### src/rtl/master_cmd_queue.sv
// Command sequencer feeding master_port: queues read/write commands, issues them
// one at a time, returns read data through a single-entry response register.
module master_cmd_queue #(
  parameter int FIFO_DEPTH = 4,
  parameter int TIMEOUT    = 255
) (
  input  logic        clk,
  input  logic        rstn,
  input  logic        cmd_valid,
  output logic        cmd_ready,
  input  logic        cmd_mode,
  input  logic [15:0] cmd_addr,
  input  logic [7:0]  cmd_wdata,
  output logic        rsp_valid,
  input  logic        rsp_ready,
  output logic [7:0]  rsp_data,
  output logic        rsp_err,
  output logic        m_start,
  output logic [15:0] m_addr,
  output logic [7:0]  m_wr_data,
  output logic        m_mode,
  input  logic [7:0]  m_rd_data,
  input  logic        m_done,
  output logic        busy,
  output logic [7:0]  timeout_cnt,
  output logic [1:0]  dbg_state
);

  // Handshakes: a transfer happens on any rising edge where valid && ready are
  // both high; valid never depends on ready, and the payload is stable while valid.

  typedef enum logic [1:0] {S_IDLE, S_LAUNCH, S_WAIT, S_RESP} state_t;

  localparam int AW = (FIFO_DEPTH > 1) ? $clog2(FIFO_DEPTH) : 1;
  localparam logic [AW:0] PTR_ONE = 1;
  localparam logic [15:0] WD_LAST = 16'(TIMEOUT - 1);

  state_t      state, state_nxt;
  logic [24:0] mem [FIFO_DEPTH];
  logic [AW:0] wr_ptr, rd_ptr;
  logic        full, empty, push, pop;
  logic [24:0] head;
  logic [15:0] wd_cnt;
  logic        wd_hit;

  assign empty     = (wr_ptr == rd_ptr);
  assign full      = (wr_ptr[AW] != rd_ptr[AW]) && (wr_ptr[AW-1:0] == rd_ptr[AW-1:0]);
  assign cmd_ready = !full;
  assign push      = cmd_valid && !full;
  assign pop       = (state == S_IDLE) && !empty;
  assign head      = mem[rd_ptr[AW-1:0]];
  assign busy      = (state != S_IDLE) || !empty;
  assign dbg_state = state;
  // wd_cnt counts cycles since m_start rose, so the abort lands TIMEOUT edges later
  assign wd_hit    = (wd_cnt == WD_LAST);

  always_ff @(posedge clk) begin
    if (push) mem[wr_ptr[AW-1:0]] <= {cmd_mode, cmd_addr, cmd_wdata};
  end

  always_ff @(posedge clk or negedge rstn) begin
    if (!rstn) begin
      wr_ptr <= '0;
      rd_ptr <= '0;
    end else begin
      if (push) wr_ptr <= wr_ptr + PTR_ONE;
      if (pop)  rd_ptr <= rd_ptr + PTR_ONE;
    end
  end

  always_ff @(posedge clk or negedge rstn) begin
    if (!rstn) state <= S_IDLE;
    else       state <= state_nxt;
  end

  always_comb begin
    state_nxt = state;
    unique case (state)
      S_IDLE:   if (!empty) state_nxt = S_LAUNCH;
      S_LAUNCH: state_nxt = S_WAIT;
      S_WAIT:   if (m_done || wd_hit) state_nxt = m_mode ? S_IDLE : S_RESP;
      S_RESP:   if (rsp_ready) state_nxt = S_IDLE;
      default:  state_nxt = S_IDLE;
    endcase
  end

  always_ff @(posedge clk or negedge rstn) begin
    if (!rstn) begin
      m_start     <= 1'b0;
      m_addr      <= '0;
      m_wr_data   <= '0;
      m_mode      <= 1'b0;
      wd_cnt      <= '0;
      rsp_valid   <= 1'b0;
      rsp_data    <= '0;
      rsp_err     <= 1'b0;
      timeout_cnt <= '0;
    end else begin
      m_start <= pop;
      if (pop) begin
        {m_mode, m_addr, m_wr_data} <= head;
        wd_cnt <= '0;
      end else if (state == S_LAUNCH || (state == S_WAIT && !m_done && !wd_hit)) begin
        wd_cnt <= wd_cnt + 16'd1;
      end
      // m_done takes priority over a watchdog expiry in the same cycle
      if (state == S_WAIT) begin
        if (m_done) begin
          if (!m_mode) begin
            rsp_valid <= 1'b1;
            rsp_data  <= m_rd_data;
            rsp_err   <= 1'b0;
          end
        end else if (wd_hit) begin
          if (timeout_cnt != 8'hff) timeout_cnt <= timeout_cnt + 8'd1;
          if (!m_mode) begin
            rsp_valid <= 1'b1;
            rsp_data  <= 8'h00;
            rsp_err   <= 1'b1;
          end
        end
      end
      if (state == S_RESP && rsp_ready) rsp_valid <= 1'b0;
    end
  end

endmodule

### config.mk
export PLATFORM = sky130hd
export DESIGN_NAME = master_cmd_queue
export DESIGN_NICKNAME = d
export VERILOG_FILES = /design/src/rtl/master_cmd_queue.sv
export SDC_FILE = /design/constraint.sdc
export NUM_CORES = 1
export LEC_CHECK = 0
export CAP_MARGIN = 20
export CORE_AREA = 2 2 168 170
export CTS_CLUSTER_SIZE = 30
export DETAILED_ROUTE_END_ITERATION = 16
export DIE_AREA = 0 0 170 172
export DONT_BUFFER_PORTS = 1
export GPL_TIMING_DRIVEN = 0
export SYNTH_ARGS = -nofsm -noshare
export SYNTH_HDL_FRONTEND = slang
export SYNTH_SLANG_ARGS = --single-unit
### constraint.sdc
create_clock -name clk -period 3.3 [get_ports clk]
set_input_delay 0.33 -clock clk [delete_from_list [all_inputs] [get_ports clk]]
set_output_delay 0.33 -clock clk [all_outputs]
set_load 0.02 [all_outputs]
* After elaboration in Yosys (flattened, before gate mapping)
Memory sizes are Yosys's and may differ from the RTL's. A register that Yosys moved wholly into a read port is not among the register bits.
Index checks and enable logic that the tools add are counted.
** Operators by class
- Add/subtract/negate cells :: 4
- Eq/ne operators :: 13
- Multiplexer cells :: 22
- Bitwise logic cells :: 1
- Reduce and logical (&&, ||, !) cells :: 24
** Operators by type and width (count)
- $mux W16 :: 2
- $mux W8 :: 4
- $add A16 B1 Y16 const B :: 1
- $eq A16 B8 Y1 const B :: 1
- $mux W1 :: 11
- $ne A2 B2 Y1 const B :: 5
- $add A8 B1 Y8 const B :: 1
- $mux W2 :: 4
- $ne A8 B8 Y1 const B :: 1
- $pmux W2 S4 :: 1
- $reduce_and A4 Y1 :: 2
- $reduce_bool A2 Y1 :: 4
- $add A3 B1 Y3 const B :: 2
- $logic_and A1 B1 Y1 :: 6
- $logic_not A1 Y1 :: 5
- $eq A2 B2 Y1 const B :: 2
- $eq A3 B3 Y1 :: 1
- $logic_or A1 B1 Y1 :: 3
- $reduce_and A3 Y1 :: 1
- $reduce_bool A3 Y1 :: 1
- $eq A2 B1 Y1 const B :: 1
- $eq A2 B2 Y1 :: 1
- $logic_not A2 Y1 :: 1
- $reduce_and A2 Y1 :: 1
- 2 further kinds :: 2
** Storage, ports and cells
- Register bits :: 43
- Memory bits (writable) :: 100
- Bits of input ports :: 38
- Output and inout port bits :: 48
- Word-level logic and storage cells :: 74
- Memories :: 1
** Memory list
- mem :: depth 4, width 25, rd ports 1, clocked after memory_dff 1, wr ports 1, RTL line 39 : logic [24:0] mem [FIFO_DEPTH];

* Longest topological paths before layout
Gate-level depths: netlist (run 1).
- Word-level depth :: 6
- Gate-level depth with buffers :: 9
- Gate-level depth less buffers :: 7

* Least setup slack after synthesis (run 1)
Ideal clock, no wire load.
- Path kind :: reg-to-reg
- Start point :: register rd_ptr[0]
- End point :: memory mem[3][0], enable pin
- Setup time :: 0.385 ns
- Arrival :: 1.914 ns
- Required time :: 2.915 ns
- Path slack :: 1.001 ns
- Cell stages (with the launch flop) :: 6
- Buffers on the path :: 1
- Period minus slack after synthesis :: 2.299 ns
- Cell sequence :: dfrtp_1 -> buf_2 -> xor2_1 -> nor2_1 -> a21boi_1 -> and2_1
** Between the ends
- Longest elaborated chain between the ends :: 6
** Ends and longest elaborated chain
- from (decl) :: RTL line 40 : logic [AW:0] wr_ptr, rd_ptr;
- from (signal assigned) :: RTL line 67 : if (pop) rd_ptr <= rd_ptr + PTR_ONE;
- $eq A2 B2 Y1 :: RTL line 47 : assign full = (wr_ptr[AW] != rd_ptr[AW]) && (wr_ptr[AW-1:0] == rd_ptr[AW-1:0]);
- $logic_and A1 B1 Y1 :: RTL line 47
- $logic_not A1 Y1 :: RTL line 49 : assign push = cmd_valid && !full;
- $logic_and A1 B1 Y1 :: RTL line 49
- $mux W1 :: RTL line 58 : if (push) mem[wr_ptr[AW-1:0]] <= {cmd_mode, cmd_addr, cmd_wdata};
- $mux W1 (implied by the code) :: RTL line 58
- to (decl) :: RTL line 39
Every way passes these cells.

* Worst setup path after layout (run 1)
- Start point :: register rd_ptr[0]
- End point :: memory mem[3][17], enable pin
Same word-level chain as after synthesis.

==> results of run 1 <==
## routing by layer
| metal | share of wire, % | GRT usage [%] |
|---|---|---|
| met5 | 0 | 0 |
| met4 | 1.2 | 3.605 |
| met3 | 7.3 | 3.662 |
| met2 | 51 | 17.99 |
| met1 | 40 | 12.56 |
## report_power, final
part           switching, µW  internal [µW]
sequential               601           2840
clock                    994           1040
combinational           1040            884
## sequential cells by signal, summed over array words and instances, names as in the netlist
name,flops
rsp_err,1
wr_ptr,3
m_mode,1
m_start,1
dbg_state,2
timeout_cnt,8
wd_cnt,16
rsp_data,8
rsp_valid,1
m_addr,16
mem,100
m_wr_data,8
rd_ptr,3
## layout make-up
| class | instances | share of cell area, % |
|---|---|---|
| flip-flops and latches | 168 | 57.78 |
| multi-input cells | 212 | 24.20 |
| well taps | 346 | 5.317 |
| clock buffers | 17 | 5.225 |
| repair buffers | 27 | 3.535 |
| clock inverters | 15 | 2.382 |
| plain buffers | 19 | 1.245 |
| inverters | 6 | 0.2766 |
| diodes | 1 | 0.03074 |
## placed cells by master (no fill, tap or decap), types with 3 or more instances in the layout
cell type      count
a21boi_0           3
a21oi_1            6
a22o_1             9
and2_2             4
and3_1             5
buf_2              6
clkbuf_1           7
clkbuf_16         17
clkinv_4           3
clkinv_8           5
dfrtp_1           68
dlygate4sd3_1     26
edfxtp_1         100
ha_1               8
inv_1              6
inv_8              4
mux2_2            26
mux4_2            25
nand2_1           14
nand3_1            5
nand4_1            9
nor2_1            19
nor3_1             7
o21ai_0           15
o22a_1             8
xnor2_1            8
xor2_1             6
## through the flow
| stage | utilization (%) | setup WS (ns) | cell area, µm² |
|---|---|---|---|
| 2_1_floorplan | - | 1.001 | 6794 |
| 3_3_place_gp | 26.30 | 0.2199 | 7227 |
| 3_5_place_dp | 26.32 | 0.6720 | 7232 |
| 4_1_cts | 29.62 | 0.6606 | 8139 |
| 5_1_grt | 29.62 | 0.5168 | 8139 |
| 6_report | 29.63 | 0.7878 | 8142 |
## cells by family after synthesis
logic type	count (synthesis)	share of synthesized area, %
compound gates	58	6.446
xor+xnor	14	1.805
fa+ha+maj	8	1.473
buf+inv	25	1.823
flops	168	69.24
mux	52	12.76
simple gates	80	6.445
## what timing repair did
item	in CTS	in global routing
hold buffers	27	0
setup endpoints to repair	0	0
endpoints found under the hold margin	168	0
## worst max-delay path by stage
stage                     startpoint         end  slack, ns
after detailed placement   rd_ptr[0]  mem[3][11]       0.67
after global routing       rd_ptr[0]  mem[3][17]       0.52
final                      rd_ptr[0]  mem[3][17]       0.79
after CTS                  rd_ptr[0]  mem[0][11]       0.66
after floorplan            rd_ptr[0]   mem[3][0]       1.00
after global placement     rd_ptr[0]  mem[3][11]       0.22
## worst register-to-register path, stage by stage, from the launching register on
cell,delay (ns)
dfrtp_1,0.35
buf_2,0.29
xor2_1,0.26
nor2_1,0.08
a21boi_1,0.38
and2_2,0.77
==> metrics.cfg, run 1 <==
[worst_hold_path]
min_from = m_rd_data[2]
min_path_type = primary input to register
worst_hold_path.num_cells = 1
hold_end = rsp_data[2]

[clocking]
clkSinkCount = 168
ctsResizeCount = 0
clk_pin_slew_ns = 0.08
numCtsBuffers = 17
h-tree-depth = 4
cts_root_buffer = clkbuf_16
insertion_delay_ns = 0.43
cts_tree = yes
post_cts.repair.setup_buffers = 0
clock_path_buffers = 2

[synth]
yosysWarnings = 0
synth_most_common_cell = edfxtp_1
syn_nets = 451
synth_top_cell_area_share_pct = 44.20
ys_top_cells_by_count = edfxtp_1 (100), dfrtp_1 (68), mux2_2 (26)
synth_seq_area_share_pct = 69.24
syn_area_mm2 = 0.006794
synth_area_per_cell_um2 = 16.78
synthDistinctLibCells = 48
ys_top_cells_by_area = edfxtp_1 (44%), dfrtp_1 (25%), mux4_2 (8.3%), mux2_2 (4.3%), ha_1 (1.5%)
yosys.area.top_type = edfxtp_1
async_flop_share_pct = 40.48
synth_edf_count = 100
synthCells = 405
ys_ff_latch = 168
synth_ff_type = edfxtp_1

[sta]
fmax_mhz = 398.1
slew_headroom_pct = 39.61
skew_ns = 0.01733
hold_slack_ns = 0.03595
drv_slew = 0
rsz0062_at_grt = false
timing.setup.tns_ns = 0
setup_viol = 0
hold_viol_final = 0
period_minus_slack_ns = 2.512
period_share_pct = 76.13
worst_pin_slew_ns = 0.9058

[power]
power.density_mw_per_mm2 = 909.2
vdd_drop_max_uv = 319.7
p_leak_uw = 0.002901
power_uw = 7402

[final_layout]
multiInputGateArea_mm2 = 0.001971
n_fill_cell = 2713
finalNonFillerCells = 811
seq_area_mm2 = 0.004705
final_nets = 497
area_growth_pct = 19.83
drive_gt1_share_pct = 22.41

[setup_path]
crit_family = simple AND/OR/NAND/NOR gates
worstSetupStartpointType = register
cp_cell_sequence = buf_2 -> xor2_1 -> nor2_1 -> a21boi_1 -> and2_2
end_kind = register
crit_buf_inv = 1
critPathKind = register to register
rrSetupSlack_ns = 0.79
critPathSlowestCell = and2_2
timing.rr.start = rd_ptr[0]
rr_worst_depth = 5
cp.arrival_ns = 2.56
cp.required_ns = 3.35
path_max_fanout = 26
max_stage_delay_ns = 0.77
r2r-end = mem[3][17]
cp.depth = 5

[placed_design]
hpwl_mm = 9.223
gp_congestion = 0.7837
dpl.cell_count = 751
io_buffers = 0

[grt]
grt_max_degree = 69
overflow = 0
grt_pass1_vias = 3959
antenna_found_initial = 1
grt_pass1_wl_mm = 23.05
grt_use_total_pct = 10.59

[routing]
drt-initial-drc-count = 231
via_per_inst = 4.593
num_vias = 3725
wl_per_cell_um = 18.16
drc = 0
drt-total-wl_mm = 14.73
dr.pass1.iters = 4
final_antenna_net_count = 0

[die]
initial_core_util_pct = 24.73
fp.dieArea_mm2 = 0.02924
ios = 86
die_width_um = 170
fp-row-count = 61
core-area_mm2 = 0.02748
die_y_um = 172

[status]
status = complete, no violations

[job]
max_cap_viol_count = 0

Note: power is estimated with default switching activity, not from simulation.
==> run 2, diff against run 1 <==
==> constraint.sdc (replaced) <==
create_clock -name clk -period 2.31 [get_ports clk]
set_input_delay 0.231 -clock clk [delete_from_list [all_inputs] [get_ports clk]]
set_output_delay 0.231 -clock clk [all_outputs]
set_load 0.02 [all_outputs]
==> run 2 against run 1 <==
Design area is 3.7% higher. Core utilization up 1.1 points. Via count rose by 2.7%. Sequential cell count stayed put. Clock skew is essentially flat. Sequential power increased by 43%. Combinational power grew 69%. Wire length up 9.1%. Clock-buffer cell count stayed put. Total power increased by 50%. Register-to-register slack worse by 0.70 ns. Worst hold slack better by 0.036 ns. Highest routed layer unchanged.
==> metrics.cfg, run 2 (synthesized netlist as in run 1, its figures left out) <==
[status]
status = complete, no violations

[final_layout]
layout_common_cells = edfxtp_1 (100), dfrtp_1 (68), dlygate4sd3_1 (35)
area_growth_pct = 24.22
num_antenna_cells = 0  ; -1
layout_commonest_cell = edfxtp_1
final_nets = 520  ; +4.6%
n_fill_cell = 2688  ; -0.92%
largest_reg_flops = 100  ; unchanged
final_area_mm2 = 0.008439  ; +3.7%
drive_gt1_share_pct = 26.28  ; +3.9 points
fin_util_pct = 30.71  ; +1.1 points

[worst_hold_path]
min_path_type = primary input to register
worst_hold_path.num_cells = 2  ; +1

[sta]
setup_viol = 0  ; unchanged
timing.setup.tns_ns = 0  ; unchanged
period_minus_slack_ns = 2.224  ; -0.2879 ns
drv_slew = 0  ; unchanged
hold_viol_final = 0  ; unchanged
slew_headroom_pct = 53.95  ; +14 points
skew_ns = 0.01766  ; +0.0003324 ns
rsz0062_at_grt = true
worst_pin_slew_ns = 0.6907  ; -0.2152 ns
period_share_pct = 96.29  ; +20 points
hold_slack_ns = 0.07202  ; +0.03607 ns
worst_slack_ns = 0.08569  ; -0.7021 ns
fmax_mhz = 449.6  ; +13%

[setup_path]
rr_worst_depth = 9  ; +4
cp.required_ns = 2.63  ; -0.72 ns
crit_family = compound AO/OA/AOI/OAI gates
cp.depth = 9  ; +4
cp_cell_sequence = inv_2 -> ha_1 -> or4b_4 -> o41ai_4 -> o21a_1 -> buf_6 -> buf_8 -> nand2_1 -> o31ai_2
end_kind = register
critPathSlowestCell = or4b_4
cp.arrival_ns = 2.55  ; about the same
crit_buf_inv = 3  ; +2
max_stage_delay_ns = 0.50  ; -0.27 ns
critPathKind = register to register
worstSetupStartpointType = register
path_max_fanout = 7  ; -73%

[routing]
dr.pass1.iters = 4  ; unchanged
num_vias = 3825  ; +2.7%
via_per_inst = 4.592  ; about the same
drc = 0  ; unchanged
drt-total-wl_mm = 16.06  ; +9.1%
drt-initial-drc-count = 237  ; +2.6%
final_antenna_net_count = 0  ; unchanged
wl_per_cell_um = 19.28  ; +6.2%

[die]
core-area_mm2 = 0.02748  ; unchanged
die_width_um = 170  ; unchanged
initial_core_util_pct = 24.73  ; unchanged
fp-row-count = 61  ; unchanged
fp.dieArea_mm2 = 0.02924  ; unchanged
ios = 86  ; unchanged
die_y_um = 172  ; unchanged

[placed_design]
place_area_mm2 = 0.007232  ; unchanged
place_ws_ns = -0.3180  ; -0.9900 ns
gp_congestion = 0.7837  ; unchanged
hpwl_mm = 9.223  ; unchanged
io_buffers = 0  ; unchanged

[power]
p_leak_uw = 0.003042  ; +4.9%
vdd_drop_max_uv = 458.5  ; +43%
power.density_mw_per_mm2 = 1314  ; +45%

[clocking]
numCtsBuffers = 17  ; unchanged
clock_path_buffers = 2  ; unchanged
cts_tree = yes
insertion_delay_ns = 0.43  ; about the same
clkSinkCount = 168  ; unchanged
cts_root_buffer = clkbuf_16
h-tree-depth = 4  ; unchanged
clk_pin_slew_ns = 0.07  ; about the same

[grt]
grt_pass1_wl_mm = 24.45  ; +6.0%
grt_use_total_pct = 11.42  ; +0.83 points
overflow = 0  ; unchanged
grt_max_degree = 69  ; unchanged
antenna_found_initial = 0  ; -1
grt_pass1_vias = 4049  ; +2.3%

[job]
max_cap_viol_count = 0  ; unchanged

[run 2: per-layer routing]
layer | vias up | wire [µm] | global-route usage, %
met5 | - | 0 | 0
met3 | 8 | 898 | 3.090
li1 | 1718 | - | -
met4 | 0 | 113 | 3.567
met2 | 110 | 8289 | 19.65
met1 | 1989 | 6762 | 14.02
[run 2: final cells by class]
type | count | area [µm²] | share of cell area [%]
sequential | 168 | 4705 | 55.74
multi-input combinational | 216 | 2051 | 24.30
timing repair buffer | 46 | 470.5 | 5.574
tap | 346 | 432.9 | 5.130
clock buffer | 17 | 425.4 | 5.041
clock inverter | 15 | 193.9 | 2.298
buffer | 19 | 138.9 | 1.646
inverter | 6 | 22.52 | 0.2669
[run 2: metrics by stage]
| stage | cells | power (µW) |
|---|---|---|
| 2_1_floorplan | 405 | 6901 |
| 3_3_place_gp | 751 | 7630 |
| 3_5_place_dp | 751 | 7754 |
| 4_1_cts | 825 | 11010 |
| 5_1_grt | 833 | 11700 |
| 6_report | 833 | 11090 |
[run 2: where the power goes]
group / internal, µW / switching [µW] / leakage (µW)
clock network: 1490 / 1430 / 0.000300
registers: 4050 / 881 / 0.00177
logic: 1550 / 1690 / 0.000973
[run 2: final timing paths]
| kind | startpoint | endpoint | slack [ns] |
|---|---|---|---|
| setup / recovery | wd_cnt[0] | wd_cnt[1] | 0.09 |
| hold / removal | rsp_ready | dbg_state[1] | 0.07 |
| setup reg to reg | wd_cnt[0] | wd_cnt[1] | 0.09 |
| hold reg to reg | rd_ptr[2] | rd_ptr[2] | 0.50 |
| max in group asynchronous | rstn | wr_ptr[1] | 1.63 |
| min in group asynchronous | rstn | m_start | 0.35 |
[run 2: what timing repair did]
| item | 4_1_cts | 5_1_grt |
|---|---|---|
| pin swaps | 5 | 2 |
| hold buffers | 36 | 0 |
| gates resized for setup | 16 | 15 |
| cloned | 4 | 1 |
| setup buffers | 2 | 7 |
| endpoints found under the setup margin | 144 | 147 |
| hold endpoints to repair | 177 | 0 |
==> run 3, diff against run 2 <==
==> constraint.sdc (replaced) <==
create_clock -name clk -period 2.1 [get_ports clk]
set_input_delay 0.21 -clock clk [delete_from_list [all_inputs] [get_ports clk]]
set_output_delay 0.21 -clock clk [all_outputs]
set_load 0.02 [all_outputs]
==> run 3 against run 2 <==
The flow now finishes with violations (setup timing). Clock skew fell by 0.0044 ns. Maximum frequency up 4.7%. Sequential share of layout area down 2.0 points. Core utilization up 1.2 points. Total power increased by 14%. Wire length increased by 2.8%. First-iteration DRC count is 53% higher. Non-clock buffer count increased by 22. Sequential cell count is the same. Clock power is 8.6% higher. Critical path type unchanged.
==> metrics.cfg, run 3 (synthesized netlist as in run 1, its figures left out) <==
[sta]
fmax_mhz = 470.6  ; +4.7%
hold_viol_final = 0  ; unchanged
period_minus_slack_ns = 2.125  ; -0.09929 ns
worst_pin_slew_ns = 0.6949  ; +0.004179 ns
timing.setup.tns_ns = -0.05215  ; -0.05215 ns
setup_viol = 4  ; +4
skew_ns = 0.01325  ; -0.004406 ns
period_share_pct = 101.2  ; +4.9 points
slew_headroom_pct = 53.68  ; -0.28 points
rsz0062_at_grt = true
worst_slack_ns = -0.02502  ; -0.1107 ns
drv_slew = 0  ; unchanged

[power]
vdd_drop_max_uv = 517.4  ; +13%
power.density_mw_per_mm2 = 1446  ; +10%
p_leak_uw = 0.003165  ; +4.0%

[status]
status = finished, violations left
violations = setup timing

[clocking]
cts_tree = yes
h-tree-depth = 4  ; unchanged
clock_path_buffers = 2  ; unchanged
cts_root_buffer = clkbuf_16
numCtsBuffers = 17  ; unchanged
insertion_delay_ns = 0.42  ; about the same
clk_pin_slew_ns = 0.07  ; about the same
clkSinkCount = 168  ; unchanged

[die]
ios = 86  ; unchanged
fp-row-count = 61  ; unchanged
die_y_um = 172  ; unchanged
fp.dieArea_mm2 = 0.02924  ; unchanged
die_width_um = 170  ; unchanged
core-area_mm2 = 0.02748  ; unchanged
initial_core_util_pct = 24.73  ; unchanged

[placed_design]
gp_congestion = 0.8430  ; +7.6%
io_buffers = 0  ; unchanged
place_ws_ns = -0.5823  ; -0.2643 ns
hpwl_mm = 9.197  ; -0.29%

[setup_path]
end_kind = register
path_max_fanout = 8  ; +1
critPathKind = register to register
cp.arrival_ns = 2.41  ; -0.14 ns
worstSetupStartpointType = register
cp.required_ns = 2.39  ; -0.24 ns

[final_layout]
layout_commonest_cell = edfxtp_1
final_nets = 542  ; +4.2%
drive_gt1_share_pct = 31.83  ; +5.5 points
multiInputGateArea_mm2 = 0.002143  ; +4.5%
largest_reg_flops = 100  ; unchanged
n_fill_cell = 2649  ; -1.5%
area_growth_pct = 28.93
layout_common_cells = edfxtp_1 (100), dfrtp_1 (65), dlygate4sd3_1 (35)
seq_area_mm2 = 0.004708  ; about the same

[routing]
num_vias = 3973  ; +3.9%
drc = 0  ; unchanged
drt-total-wl_mm = 16.52  ; +2.8%
via_per_inst = 4.641  ; +1.1%
final_antenna_net_count = 0  ; unchanged
drt-initial-drc-count = 362  ; +53%
dr.pass1.iters = 4  ; unchanged
wl_per_cell_um = 19.29  ; about the same

[job]
max_cap_viol_count = 0  ; unchanged

[grt]
grt_use_total_pct = 11.50  ; +0.078 points
grt_pass1_vias = 4190  ; +3.5%
grt_pass1_wl_mm = 24.51  ; +0.25%
antenna_found_initial = 1  ; +1
overflow = 0  ; unchanged
grt_max_degree = 69  ; unchanged

[worst_hold_path]
min_path_type = primary input to register

run 3: cell types whose count changed in the layout (fill, tap and decap cells not counted), moves of 4 or more:
cell      change
buf_4        +17
inv_6         +5
buf_12        +8
buf_6         +4
clkinv_8      -5
run 3: cell type report:
| type | count | share of cell area, % |
|---|---|---|
| inverters | 6 | 0.2571 |
| repair buffers | 69 | 8.327 |
| well taps | 346 | 4.942 |
| clock buffers | 18 | 4.899 |
| flip-flops and latches | 168 | 53.75 |
| diodes | 1 | 0.02857 |
| clock inverters | 14 | 1.828 |
| plain buffers | 18 | 1.500 |
| multi-input cells | 216 | 24.47 |
run 3: layer usage:
metal | up-vias | global-route usage (%) | part of all wire (%) | routed length (µm)
li1 | 1760 | - | - | -
met1 | 2086 | 13.71 | 42 | 6892
met2 | 116 | 19.84 | 52 | 8506
met3 | 11 | 4.189 | 6.2 | 1018
met4 | 0 | 2.750 | 0.59 | 98
met5 | - | 0 | 0 | 0
run 3: worst max-delay path, cell delays in order (launching register included):
cell and delay (ns):
dfrtp_1 0.39, inv_2 0.09, ha_4 0.12, or4b_4 0.50
nor4_4 0.26, and3_1 0.21, buf_6 0.13, nand4_1 0.12
xnor2_1 0.17
run 3: power breakdown:
| part | internal (µW) | switching, µW | leakage (µW) |
|---|---|---|---|
| combinational | 2010 | 2050 | 0.00112 |
| sequential | 4460 | 986 | 0.00177 |
| clock | 1790 | 1380 | 0.000282 |
| total | 8250 | 4420 | 0.00316 |
run 3: final timing paths:
check                                 endpoint       from  slack, ns  depth (start not counted)
max in group asynchronous           wd_cnt[12]       rstn       1.40                          2
worst min-delay path                 rsp_valid  rsp_ready       0.06                          2
worst max-delay path            timeout_cnt[4]  wd_cnt[0]      -0.03                          8
worst max register to register  timeout_cnt[4]  wd_cnt[0]      -0.03                          8
min in group asynchronous            m_addr[8]       rstn       0.37                          2
worst min register to register       wr_ptr[2]  wr_ptr[2]       0.53                          1
run 3: what timing repair did:
action | CTS | global route
pin swaps | 14 | 5
hold buffers | 36 | 0
gates cloned | 6 | 0
endpoints found under the setup margin | 164 | 75
setup buffers | 20 | 11
endpoints found under the hold margin | 177 | 0
resized for setup | 39 | 17
run 3: metrics by stage:
| stage | total power, µW | std cells | hold WS, ns | cell area (µm²) | util (%) |
|---|---|---|---|---|---|
| floorplan | 7590 | 405 | -0.08559 | 6799 | - |
| global route | 13320 | 855 | 0.04203 | 8757 | 31.87 |
| detailed placement | 8538 | 751 | -0.08114 | 7232 | 26.32 |
| finish | 12670 | 856 | 0.05807 | 8760 | 31.88 |
| CTS | 12570 | 845 | 0.02343 | 8591 | 31.27 |
| global placement | 8368 | 751 | -0.08214 | 7232 | 26.32 |
